## src/rtl/fp_add_pkg.sv

```systemverilog
// fp_add_pkg: shared definitions for the FP add issue queue slice.
// Holds the FP32 word width and field-slice positions, plus the default
// adder latency, result FIFO depth and tag width used by the top and FIFO.
package fp_add_pkg;

   localparam int FP32_W        = 32;
   localparam int FP32_SIGN_BIT = 31;
   localparam int FP32_EXP_MSB  = 30;
   localparam int FP32_EXP_LSB  = 23;
   localparam int FP32_MAN_MSB  = 22;
   localparam int FP32_MAN_LSB  = 0;

   localparam int DEFAULT_LATENCY = 4;
   localparam int DEFAULT_DEPTH   = 8;
   localparam int DEFAULT_TAG_W   = 4;

   typedef logic [FP32_W-1:0] fp32_t;

endpackage

```

## src/rtl/fp_result_fifo.sv

```systemverilog
// fp_result_fifo: circular result FIFO holding {sum, tag} pairs.
// Ports:
//   clk, reset            clock and synchronous active-high reset
//   push, push_sum/tag    write one entry at the tail
//   out_ready             consumer takes the head entry when out_valid
//   out_valid             FIFO is non-empty
//   out_sum, out_tag      head entry (zero while empty)
//   count                 current occupancy, 0..DEPTH
// A pushed entry only becomes visible after the clock edge (no bypass).
module fp_result_fifo
   import fp_add_pkg::*;
#(
   parameter int DEPTH = DEFAULT_DEPTH,
   parameter int TAG_W = DEFAULT_TAG_W,
   localparam int PTR_W = $clog2(DEPTH),
   localparam int CNT_W = $clog2(DEPTH) + 1
) (
   input  logic              clk,
   input  logic              reset,
   input  logic              push,
   input  logic [FP32_W-1:0] push_sum,
   input  logic [TAG_W-1:0]  push_tag,
   input  logic              out_ready,
   output logic              out_valid,
   output logic [FP32_W-1:0] out_sum,
   output logic [TAG_W-1:0]  out_tag,
   output logic [CNT_W-1:0]  count
);

   logic [PTR_W-1:0]  rd_ptr_q, rd_ptr_d;
   logic [PTR_W-1:0]  wr_ptr_q, wr_ptr_d;
   logic [CNT_W-1:0]  count_q, count_d;
   logic [FP32_W-1:0] sum_mem_q [DEPTH];
   logic [FP32_W-1:0] sum_mem_d [DEPTH];
   logic [TAG_W-1:0]  tag_mem_q [DEPTH];
   logic [TAG_W-1:0]  tag_mem_d [DEPTH];
   logic              pop;

   function automatic logic [PTR_W-1:0] next_ptr(input logic [PTR_W-1:0] p);
      return (p == PTR_W'(DEPTH - 1)) ? '0 : p + 1'b1;
   endfunction

   assign out_valid = (count_q != '0);
   assign pop       = out_valid && out_ready;
   assign count     = count_q;

   // Head outputs are forced to zero while empty so reset and drained
   // states never expose stale storage.
   assign out_sum = out_valid ? sum_mem_q[rd_ptr_q] : '0;
   assign out_tag = out_valid ? tag_mem_q[rd_ptr_q] : '0;

   always_comb begin
      sum_mem_d = sum_mem_q;
      tag_mem_d = tag_mem_q;
      wr_ptr_d  = wr_ptr_q;
      rd_ptr_d  = rd_ptr_q;
      count_d   = count_q;
      if (push) begin
         sum_mem_d[wr_ptr_q] = push_sum;
         tag_mem_d[wr_ptr_q] = push_tag;
         wr_ptr_d            = next_ptr(wr_ptr_q);
      end
      if (pop) begin
         rd_ptr_d = next_ptr(rd_ptr_q);
      end
      // Push and pop together leave occupancy unchanged, including when full.
      case ({push, pop})
         2'b10:   count_d = count_q + 1'b1;
         2'b01:   count_d = count_q - 1'b1;
         default: count_d = count_q;
      endcase
   end

   always_ff @(posedge clk) begin
      if (reset) begin
         rd_ptr_q <= '0;
         wr_ptr_q <= '0;
         count_q  <= '0;
         for (int i = 0; i < DEPTH; i++) begin
            sum_mem_q[i] <= '0;
            tag_mem_q[i] <= '0;
         end
      end else begin
         rd_ptr_q  <= rd_ptr_d;
         wr_ptr_q  <= wr_ptr_d;
         count_q   <= count_d;
         sum_mem_q <= sum_mem_d;
         tag_mem_q <= tag_mem_d;
      end
   end

   // The issue credit rule makes a push into a full FIFO unreachable.
   push_into_full: assert property (@(posedge clk) disable iff (reset)
      !(push && (count_q == CNT_W'(DEPTH))));

endmodule

```

## src/rtl/fp_add_issue_queue.sv

```systemverilog
// fp_add_issue_queue: issues operand pairs to an external fixed-latency FP
// adder and collects results, in issue order, into a result FIFO.
// Ports:
//   clk, reset                    clock and synchronous active-high reset
//   in_valid/in_ready             operand handshake; in_a, in_b, in_tag
//   add_a, add_b                  operands to the adder (zero when not issuing)
//   add_result                    adder output, LATENCY cycles after issue
//   out_valid/out_ready           result handshake; out_sum, out_tag
// Credits: an operation is only accepted while FIFO occupancy plus in-flight
// operations is below DEPTH, so every result is guaranteed a FIFO slot.
module fp_add_issue_queue
   import fp_add_pkg::*;
#(
   parameter int LATENCY = DEFAULT_LATENCY,
   parameter int DEPTH   = DEFAULT_DEPTH,
   parameter int TAG_W   = DEFAULT_TAG_W
) (
   input  logic              clk,
   input  logic              reset,
   input  logic              in_valid,
   output logic              in_ready,
   input  logic [FP32_W-1:0] in_a,
   input  logic [FP32_W-1:0] in_b,
   input  logic [TAG_W-1:0]  in_tag,
   output logic [FP32_W-1:0] add_a,
   output logic [FP32_W-1:0] add_b,
   input  logic [FP32_W-1:0] add_result,
   output logic              out_valid,
   input  logic              out_ready,
   output logic [FP32_W-1:0] out_sum,
   output logic [TAG_W-1:0]  out_tag
);

   localparam int CNT_W = $clog2(DEPTH) + 1;

   logic [LATENCY-1:0] valid_sr_q, valid_sr_d;
   logic [TAG_W-1:0]   tag_sr_q [LATENCY];
   logic [TAG_W-1:0]   tag_sr_d [LATENCY];
   logic [CNT_W-1:0]   inflight_q, inflight_d;
   logic [CNT_W-1:0]   fifo_count;
   logic [CNT_W:0]     credit_used;
   logic               issue;
   logic               push;

   // Credit check depends only on registered state, never on out_ready.
   assign credit_used = {1'b0, fifo_count} + {1'b0, inflight_q};
   assign in_ready    = (credit_used < (CNT_W + 1)'(DEPTH));
   assign issue       = in_valid && in_ready && !reset;

   assign add_a = issue ? in_a : '0;
   assign add_b = issue ? in_b : '0;

   // The oldest shift-register stage lines up with add_result.
   assign push = valid_sr_q[LATENCY-1];

   always_comb begin
      valid_sr_d    = '0;
      tag_sr_d      = tag_sr_q;
      valid_sr_d[0] = issue;
      tag_sr_d[0]   = in_tag;
      for (int i = 1; i < LATENCY; i++) begin
         valid_sr_d[i] = valid_sr_q[i-1];
         tag_sr_d[i]   = tag_sr_q[i-1];
      end
      case ({issue, push})
         2'b10:   inflight_d = inflight_q + 1'b1;
         2'b01:   inflight_d = inflight_q - 1'b1;
         default: inflight_d = inflight_q;
      endcase
   end

   always_ff @(posedge clk) begin
      if (reset) begin
         valid_sr_q <= '0;
         inflight_q <= '0;
         for (int i = 0; i < LATENCY; i++) begin
            tag_sr_q[i] <= '0;
         end
      end else begin
         valid_sr_q <= valid_sr_d;
         inflight_q <= inflight_d;
         tag_sr_q   <= tag_sr_d;
      end
   end

   fp_result_fifo #(
      .DEPTH (DEPTH),
      .TAG_W (TAG_W)
   ) u_fifo (
      .clk       (clk),
      .reset     (reset),
      .push      (push),
      .push_sum  (add_result),
      .push_tag  (tag_sr_q[LATENCY-1]),
      .out_ready (out_ready),
      .out_valid (out_valid),
      .out_sum   (out_sum),
      .out_tag   (out_tag),
      .count     (fifo_count)
   );

endmodule

```

## config.mk

```make
export PLATFORM = sky130hd
export DESIGN_NAME = fp_add_issue_queue
export DESIGN_NICKNAME = d
export VERILOG_FILES = /design/src/rtl/fp_add_pkg.sv /design/src/rtl/fp_result_fifo.sv /design/src/rtl/fp_add_issue_queue.sv
export SDC_FILE = /design/constraint.sdc
export NUM_CORES = 1
export LEC_CHECK = 0
export BUFFER_PORTS_ARGS = -buffer_cell sky130_fd_sc_hd__buf_2
export CORE_AREA = 3 3 172 174
export CTS_CLUSTER_SIZE = 12
export DETAILED_ROUTE_END_ITERATION = 8
export DIE_AREA = 0 0 175 177
export PLACE_DENSITY = 0.71
export SYNTH_ARGS = -nofsm -noshare
export SYNTH_HDL_FRONTEND = slang
export SYNTH_SLANG_ARGS = --single-unit
export TNS_END_PERCENT = 100
```

## constraint.sdc

```tcl
create_clock -name clk -period 3.6 [get_ports clk]
set_input_delay 0.72 -clock clk [delete_from_list [all_inputs] [get_ports clk]]
set_output_delay 0.72 -clock clk [all_outputs]
set_load 0.03 [all_outputs]
```

==> results of run 1 <==
-- per-layer routing --
layer	vias to the layer above	GRT usage, %	routed length (microns)
met2	483	42.4	19200
li1	5730	-	-
met3	73	3.84	3000
met4	4	6.55	732
met5	-	0	27
met1	5799	33.5	16500
-- placed cells by master (no fill, tap or decap), types with 5 or more instances in the layout --
master	n
nand2_1	586
nor2b_1	24
clkbuf_1	8
dfxtp_1	319
a21oi_1	299
mux4_2	72
inv_1	6
clkbuf_8	7
and2_1	64
buf_4	19
xor2_1	5
ha_1	13
nor2_1	48
buf_2	204
nor2_4	6
clkbuf_16	37
buf_12	9
mux2i_1	39
-- critical path, cell delays in order, from the launching register on --
cell	delay (ps)
dfxtp_1	440
ha_1	270
a31o_1	240
a2111oi_4	350
and3b_1	280
buf_12	220
and2_1	160
buf_2	200
-- cell type report --
| type | count | area [sq um] | area share [%] |
|---|---|---|---|
| sequential | 322 | 6450 | 39.4 |
| clock buffer | 52 | 1050 | 6.42 |
| timing repair buffer | 233 | 1360 | 8.28 |
| multi-input combinational | 1187 | 7010 | 42.7 |
| tap | 378 | 473 | 2.88 |
| inverter | 7 | 26.3 | 0.160 |
| clock inverter | 1 | 30.0 | 0.183 |
-- power by group through the flow --
stage	clock network, W	registers [W]	logic (W)
2_1_floorplan	0	0.00367	0.000322
3_3_place_gp	0	0.00368	0.000446
3_5_place_dp	0	0.00368	0.000449
4_1_cts	0.00349	0.00360	0.000451
5_1_grt	0.00362	0.00360	0.000490
6_report	0.00343	0.00360	0.000451
-- stage by stage --
step | power, W | hold WS [ps] | cells | worst slack, ps | utilization (%)
after global placement | 0.00413 | 420 | 2127 | 689 | 54.8
after floorplan | 0.00399 | 414 | 1674 | 303 | -
after global routing | 0.00772 | 429 | 2180 | 9.87 | 58.7
after detailed placement | 0.00413 | 423 | 2127 | 579 | 54.8
after CTS | 0.00754 | 413 | 2180 | 32.5 | 58.7
final | 0.00749 | 425 | 2180 | 184 | 58.7
-- path summary, 6_finish.rpt --
kind	from	endpoint	slack [ps]	depth (start not counted)
hold / removal	in_tag[3]	tag_sr_d[11]	420	2
setup / recovery	inflight_q[1]	add_a[26]	180	7
setup reg to reg	inflight_q[1]	inflight_q[3]	540	10
hold reg to reg	tag_sr_d[11]	tag_sr_d[7]	440	1
-- cell families after synthesis --
logic type / Yosys count / share of synthesized area (%)
fa+ha+maj: 14 / 1.30
flops: 322 / 45.7
xor+xnor: 5 / 0.310
compound gates: 306 / 11.1
simple gates: 750 / 22.0
buf+inv: 165 / 5.24
mux: 112 / 14.3
-- registers in the layout, summed over array words and instances, names as in the netlist --
name / count
u_fifo.sum_mem_q: 256
u_fifo.tag_mem_q: 32
tag_sr_d: 12
inflight_q: 4
tag_sr_q: 4
u_fifo.count: 4
valid_sr_q: 4
u_fifo.rd_ptr_q: 3
u_fifo.wr_ptr_q: 3
-- what timing repair did --
item	in CTS	in global routing
hold buffers	0	0
setup endpoints to repair	0	64
gates resized for setup	0	4
==> run metrics, run 1 <==
outcome=finished clean; Final Routed Wirelength=39500 microns; Starting DRT DRC Count=about 1.2k; Period minus WS final=3420 ps; TNS Setup=0 ps; placed cell area=roughly 0.015 sq mm; global route overflow=0; max cap viols=0; initial antenna violation count=2; PortBufs=roughly 210; Post-Syn Instances=~1.7k; sequential element share of the synthesized area=between 40% and 50%; CP startpoint kind=flop; Top FF cell, synth=dfxtp_1; Die X=roughly 180 microns; endpoints failing setup=0; vias in the first global route=around 12k; first-pass GRT wire length=62500 microns; static leakage=about 5.7 nW; Final Wtd Congestion=between 0.8 and 0.9; die height=roughly 180 microns; Post-synth EDFFs=0; Logic pwr share=6.0%; synth unique cells=37; Yosys top cell area share=45.7%; DRC=0; number of clock sinks=about 320; drt first pass iters=5; Synth Cell Area=about 0.014 sq mm; Core ar.=between 0.02 and 0.03 sq mm; most frequent cell after synthesis=nand2_1; clock root cell=clkbuf_16; Reg clk slew, reported paths=60 ps; number of nets in the layout=between 1.5k and 2k; area delta synth->final=16.3%; Clk pwr share=a little under half; post-synthesis net count=around 1.8k; diode count=0; routed length per instance=roughly 18 microns; Peak supply drop=326 uV; Hold Vio Cnt, Final=0; switching power=between 0.0015 and 0.002 W; critical path peak fanout=65; largest net degree at the start of global routing=199; internal power=0.00580 W; f_max=approximately 0.29 GHz; number of synthesized register bits=322; dpl hpwl=23400 microns; Power Density=between 400 and 500 mW/mm^2; Syn Area/Cell=around 8.4 sq um; std cell rows=slightly above 60; Commonest cells post-synth=nand2_1 (586), dfxtp_1 (322), a21oi_1 (299), clkbuf_1 (80), mux4_2 (72); Net Sw Frac=22.5%; postcts setup bufs=0; Post-synth ARST share=0%; clock latency at the later pin of the worst-skew pair=between 500 and 600 ps; Worst EP arrival=2700 ps; synth top area cells=dfxtp_1 (46%), nand2_1 (16%), mux4_2 (11%); WS Path Type=reg -> out; CTS Buf Count=34; Tot GR Track Use=about a quarter; die area=about 0.031 sq mm; Clock H-tree levels=2; layout cells sized above 1=slightly above 20%; Clock Path Buffers=3; CP required=roughly 2900 ps; Routed Antenna Nets=0; Clock Skews=between 15 and 20 ps; Tcrit/Tclk final=between 90% and 100%; Hold Crit Class=in -> reg; Flop pwr share=48.1%; Filler cells=2494; Worst Max-Slew Pin Slew=a little over 900 ps; CTS tree=built; Slew HR=between 30% and 40%; fin area=between 0.015 and 0.02 sq mm; RSZ-0062 raised after global routing=false; via count=between 10k and 15k; Setup crit end kind=output pin; Syn. warnings=0; Ports=just over 200; Initial Util=50.5%; Slew Limit Fails=0; vias per inst=roughly 5.5; Yosys top cell by area=dfxtp_1
(Power assumes the default switching activity.)
==> inputs of run 2 (changes only) <==
ABC_AREA = 1   (was not set)
CORE_AREA = 3 3 176 178   (was 3 3 172 174)
DIE_AREA = 0 0 179 181   (was 0 0 175 177)
PLACE_DENSITY = 0.7   (was 0.71)
SETUP_SLACK_MARGIN = 0.5   (was not set)
==> run metrics, run 2 <==
Setup crit end kind=output pin; Clock H-tree levels=2; Commonest cells post-synth=nor2_1 (879), o21ai_0 (424), dfxtp_1 (322), inv_1 (101), clkbuf_1 (59); area delta synth->final=14.8%; static leakage=7.29 nW; Post-synth EDFFs=0; Tcrit/Tclk final=between 80% and 90%; Starting DRT DRC Count=1407; Inst Count DP=2593; initial antenna violation count=1; die area=0.0324 sq mm; dpl hpwl=22800 microns; std cell rows=between 60 and 70; synth unique cells=32; CP startpoint kind=flop; TNS Setup=0 ps; worst hold margin=about 400 ps; Hold Vio Cnt, Final=0; vias in the first global route=~13k; Clk pwr share=about 29%; drt first pass iters=5; Yosys top cell area share=43.8%; clock latency at the later pin of the worst-skew pair=510 ps; switching power=0.00452 W; Syn Area/Cell=6.91 sq um; Worst Max-Slew Pin Slew=1330 ps; fin area=0.0169 sq mm; vias per inst=5.35; Final Core Density=a little under three fifths; Synth Cell Area=0.0147 sq mm; RSZ-0062 raised after global routing=true; f_max=around 0.33 GHz; Clock Path Buffers=3; max cap viols=0; Top FF cell, synth=dfxtp_1; Worst EP arrival=about 2400 ps; layout cells sized above 1=15.8%; largest net degree at the start of global routing=297; Reg clk slew, reported paths=60 ps; Syn. warnings=0; Post-Syn Instances=approximately 2.1k; most frequent cell after synthesis=nor2_1; post-synthesis net count=between 2k and 2.5k; Slew HR=between 10 and 15%; global route overflow=0; CP required=between 2000 and 3000 ps; outcome=finished clean; Most flops, register=u_fifo.sum_mem_q; sequential element share of the synthesized area=between 40% and 50%; Peak supply drop=between 400 and 500 uV; Ports=about 200; Period minus WS final=approximately 3000 ps; WS Path Type=reg -> out; Tot GR Track Use=25.9%; critical path peak fanout=9; first-pass GRT wire length=between 60000 and 70000 microns; Hold Crit Class=reg -> reg; synth top area cells=dfxtp_1 (44%), nor2_1 (22%), o21ai_0 (14%); Routed Antenna Nets=0; Die X=179 microns; DRC=0; CTS Buf Count=34; Post-synth ARST share=0%; Slew Limit Fails=0; routed length per instance=about 17 microns; Final Wtd Congestion=between 0.7 and 0.8; non-filler instance count after layout=~2.7k; internal power=roughly 0.0069 W; Clock Skews=about 6.6 ps; Flop pwr share=between 30% and 40%; CTS hold repair buffers=0; via count=between 10k and 15k; number of clock sinks=~320; max FFs per register=256; PortBufs=205; Yosys top cell by area=dfxtp_1; Core ar.=~0.030 sq mm; endpoints failing setup=0; placed cell area=between 0.015 and 0.02 sq mm; most common cell after layout, fill and taps aside=nor2_1; Initial Util=~50%; die height=roughly 180 microns; Final Routed Wirelength=~44000 microns; number of synthesized register bits=322; highest-count cells in the layout ignoring fill and taps=nor2_1 (879), o21ai_0 (424), dfxtp_1 (316), buf_2 (190), inv_1 (101); CTS tree=built; clock root cell=clkbuf_16; Logic pwr share=between 30% and 40%; Power Density=about 680 mW/mm^2; Net Sw Frac=39.5%; number of nets in the layout=around 2.4k
==> run 2: cell count changes after synthesis, moves of 23 or more <==
| cell | delta |
|---|---|
| and2_1 | -64 |
| mux4_2 | -72 |
| mux2i_1 | -39 |
| nor2_2 | +45 |
| o22ai_1 | +36 |
| nor2_1 | +825 |
| buf_6 | +23 |
| o211ai_1 | +36 |
| buf_2 | -31 |
| nor2b_1 | -24 |
| nand2_1 | -535 |
| inv_1 | +95 |
| o21ai_0 | +421 |
| a21oi_1 | -287 |
==> run 2: per-stage QoR <==
stage | worst slack (ps) | total power [W]
6_report | 524 | 0.0115
5_1_grt | 396 | 0.0121
4_1_cts | 492 | 0.0113
3_5_place_dp | 916 | 0.00795
3_3_place_gp | 889 | 0.00792
2_1_floorplan | 970 | 0.00679
==> run 2: repair_timing <==
action / CTS / global route
resized for setup: 2 / 25
endpoints found under the setup margin: 57 / 79
buffers inserted: 1 / 5
pin swaps: 1 / 1
gates cloned: 1 / 5
==> run 2: final timing paths <==
| check | startpoint | to | slack [ps] | cells past startpoint |
|---|---|---|---|---|
| worst max-delay path | inflight_q[3] | add_b[26] | 520 | 7 |
| worst min-delay path | tag_sr_d[2] | tag_sr_q[2] | 400 | 2 |
| worst max register to register | inflight_q[3] | inflight_q[2] | 1080 | 14 |
| worst min register to register | tag_sr_d[2] | tag_sr_q[2] | 400 | 2 |
==> run 2: logic make-up after synthesis <==
group | after synthesis | share of synthesized area [%]
flops | 322 | 43.8
xor+xnor | 4 | 0.238
buf+inv | 265 | 8.95
compound gates | 529 | 18.9
fa+ha+maj | 14 | 1.24
simple gates | 998 | 26.9
==> run 2: final cells by class <==
type | instances | area, sq um
sequential | 322 | 6460
antenna | 1 | 2.50
multi-input combinational | 1546 | 7020
tap | 390 | 488
clock inverter | 3 | 15.0
timing repair buffer | 230 | 1450
inverter | 117 | 473
fill | 2811 | 12600
clock buffer | 51 | 1010
==> run 2: power groups by stage <==
| stage | combinational (W) | clock (W) | sequential, W |
|---|---|---|---|
| 3_3_place_gp | 0.00408 | 0 | 0.00384 |
| 2_1_floorplan | 0.00304 | 0 | 0.00376 |
| 6_report | 0.00438 | 0.00330 | 0.00377 |
| 5_1_grt | 0.00481 | 0.00350 | 0.00378 |
| 4_1_cts | 0.00418 | 0.00335 | 0.00376 |
| 3_5_place_dp | 0.00410 | 0 | 0.00385 |
==> run 2: routing by layer <==
metal | track usage [%] | routed length (microns) | vias up
met5 | 0 | 0 | -
met4 | 7.39 | 951 | 0
met3 | 3.34 | 3350 | 74
met2 | 42.0 | 20400 | 536
met1 | 36.0 | 19600 | 6574
li1 | - | - | 7057
==> run 2: worst max-delay path: stages (launching register included) <==
cell and delay (ps):
dfxtp_2 340, ha_1 310, nor3_2 190, a21boi_4 240
nand3_4 220, buf_4 240, nor2_1 100, buf_2 210
==> inputs of run 3 (changes only) <==
--- a/config.mk
+++ b/config.mk
@@ -7,9 +7,8 @@
 export LEC_CHECK = 0
-export ABC_AREA = 1
 export BUFFER_PORTS_ARGS = -buffer_cell sky130_fd_sc_hd__buf_2
-export CORE_AREA = 3 3 176 178
+export CORE_AREA = 3 3 172 174
 export CTS_CLUSTER_SIZE = 12
 export DETAILED_ROUTE_END_ITERATION = 8
-export DIE_AREA = 0 0 179 181
-export PLACE_DENSITY = 0.7
+export DIE_AREA = 0 0 175 177
+export PLACE_DENSITY = 0.71
 export SETUP_SLACK_MARGIN = 0.5
==> constraint.sdc (replaced) <==
create_clock -name clk -period 3.6 [get_ports clk]
set_input_delay 0 -clock clk [delete_from_list [all_inputs] [get_ports clk]]
set_output_delay 0 -clock clk [all_outputs]
set_load 0.03 [all_outputs]
==> run metrics, run 3 (synthesis results as in run 1) <==
outcome=finished clean; Logic pwr share=approximately 6.3%; Routed Antenna Nets=0; Net Sw Frac=~23%; TNS Setup=0 ps; die height=~180 microns; Final Routed Wirelength=39100 microns; Power Density=about 450 mW/mm^2; Worst Hold Endpoint=valid_sr_q[0]; max FFs per register=about 260; Ports=a little over 200; vias in the first global route=between 10k and 15k; postcts setup bufs=0; Reg clk slew, reported paths=approximately 60 ps; Final WS setup=777 ps; Die X=around 180 microns; vias per inst=between 5 and 6; Slew Limit Fails=0; Reg2Reg Setup Slack=slightly below 800 ps; layout cells sized above 1=roughly 20%; Flop pwr share=a little under 50%; most common cell after layout, fill and taps aside=nand2_1; WS Path Type=reg -> reg; via count=approximately 12k; CTS Buf Count=35; Hold Vio Cnt, Final=0; drt first pass iters=5; endpoints failing setup=0; setup slack at placement=slightly below 800 ps; number of nets in the layout=roughly 2k; Peak supply drop=about 280 uV; Final Wtd Congestion=about 0.77; Worst Hold Launch=in_valid; Clock Skews=between 10 and 15 ps; Worst Max-Slew Pin Slew=between 1000 and 1500 ps; dpl hpwl=22800 microns; Clk pwr share=a little under half; Tot GR Track Use=about a quarter; RSZ-0062 raised after global routing=false; Starting DRT DRC Count=between 1k and 1.5k; Clock H-tree levels=2; highest-count cells in the layout ignoring fill and taps=nand2_1 (586), dfxtp_1 (317), a21oi_1 (299), buf_2 (204), mux4_2 (72); FF+latch area=0.00646 sq mm; internal power=a little under 0.006 W; switching power=around 0.0017 W; Filler cells=approximately 2.4k; CP required=3990 ps; static leakage=about 5.9 nW; Core ar.=approximately 0.028 sq mm; critical path peak fanout=7; Initial Util=about 50%; area of the multi-input gates=0.00701 sq mm; largest net degree at the start of global routing=between 200 and 250; first-pass GRT wire length=between 60000 and 70000 microns; Slew HR=around 29%; Tcrit/Tclk final=78.4%; Setup crit end kind=flop; std cell rows=61; number of clock sinks=~320; PortBufs=205; Period minus WS final=approximately 2800 ps; clock root cell=clkbuf_16; f_max=approximately 0.35 GHz; FF-to-FF path depth=10; initial antenna violation count=1; Reg2Reg Capture Point=inflight_q[3]; die area=slightly above 0.03 sq mm; CTS tree=built; Worst EP arrival=approximately 3200 ps; area delta synth->final=18.9%; max cap viols=0; global route overflow=0; Hold Crit Class=in -> reg; clock latency at the later pin of the worst-skew pair=between 500 and 600 ps; Most flops, register=u_fifo.sum_mem_q; post-cts gate resize count=0; CP startpoint kind=flop; Clock Path Buffers=3; Cells on Worst Hold Path=3; DRC=0; routed length per instance=~18 microns; reg2reg start=inflight_q[1]
## run 3: cell count changes in the layout (fill, tap and decap cells not counted), sizes merged, moves of 23 or more
cell,delta
mux4,+72
o211ai,-36
and2,+64
inv,-105
nor2b,+24
dlygate4sd3,+40
nand2,+526
buf,+23
o21ai,-440
nor2,-874
o22ai,-36
mux2i,+39
a21oi,+287
## run 3: area by class of cell
| cell class | count | share of cell area, % |
|---|---|---|
| multi-input cells | 1187 | 41.8 |
| flip-flops and latches | 322 | 38.5 |
| repair buffers | 274 | 10.2 |
| clock buffers | 52 | 6.28 |
| well taps | 378 | 2.82 |
| clock inverters | 5 | 0.164 |
| inverters | 7 | 0.157 |
| diodes | 1 | 0.0149 |
## run 3: what timing repair did
item	CTS	global route
endpoints found under the setup margin	0	0
hold buffers	40	0
hold endpoints to repair	272	0
## run 3: metrics by stage
| step | instances | total power (W) | util [%] | instance area [sq um] | hold slack (ps) |
|---|---|---|---|---|---|
| after global placement | 2128 | 0.00412 | 54.7 | 15300 | 210 |
| after CTS | 2225 | 0.00753 | 60.0 | 16800 | 115 |
| after global routing | 2226 | 0.00773 | 60.0 | 16800 | 166 |
| final | 2226 | 0.00748 | 60.0 | 16800 | 126 |
| after floorplan | 1674 | 0.00399 | - | 14100 | 128 |
| after detailed placement | 2128 | 0.00413 | 54.7 | 15300 | 216 |
## run 3: how the worst max path moves through the flow
stage,from,to,slack (ps),cells after the start
finish,inflight_q[1],inflight_q[3],780,10
global route,inflight_q[1],inflight_q[3],570,10
CTS,inflight_q[1],inflight_q[2],770,12
detailed placement,inflight_q[1],inflight_q[2],780,12
global placement,inflight_q[1],inflight_q[3],870,10
floorplan,inflight_q[1],inflight_q[3],500,12
## run 3: power by group through the flow
stage                     sequential [W]  clock [W]  combinational, W
after detailed placement         0.00369          0          0.000439
after global routing             0.00361    0.00361          0.000511
final                            0.00361    0.00340          0.000472
after CTS                        0.00361    0.00344          0.000473
after global placement           0.00369          0          0.000433
after floorplan                  0.00367          0          0.000325
## run 3: metal layers
layer / global-route usage (%) / share of wire, % / vias up
met2: 40.7 / 47 / 484
met4: 7.15 / 2.2 / 0
met1: 34.2 / 43 / 5745
li1: - / - / 5829
met5: 0 / 0 / -
met3: 3.82 / 8.0 / 72
## run 3: critical path, stage by stage (launching register included)
cell and delay, ps:
dfxtp_2 360, ha_1 310, a31o_1 210, a2111oi_4 300
and3b_1 210, inv_1 60, ha_1 380, nor4bb_1 320
o21ai_1 90, o31ai_1 90, mux2_2 370
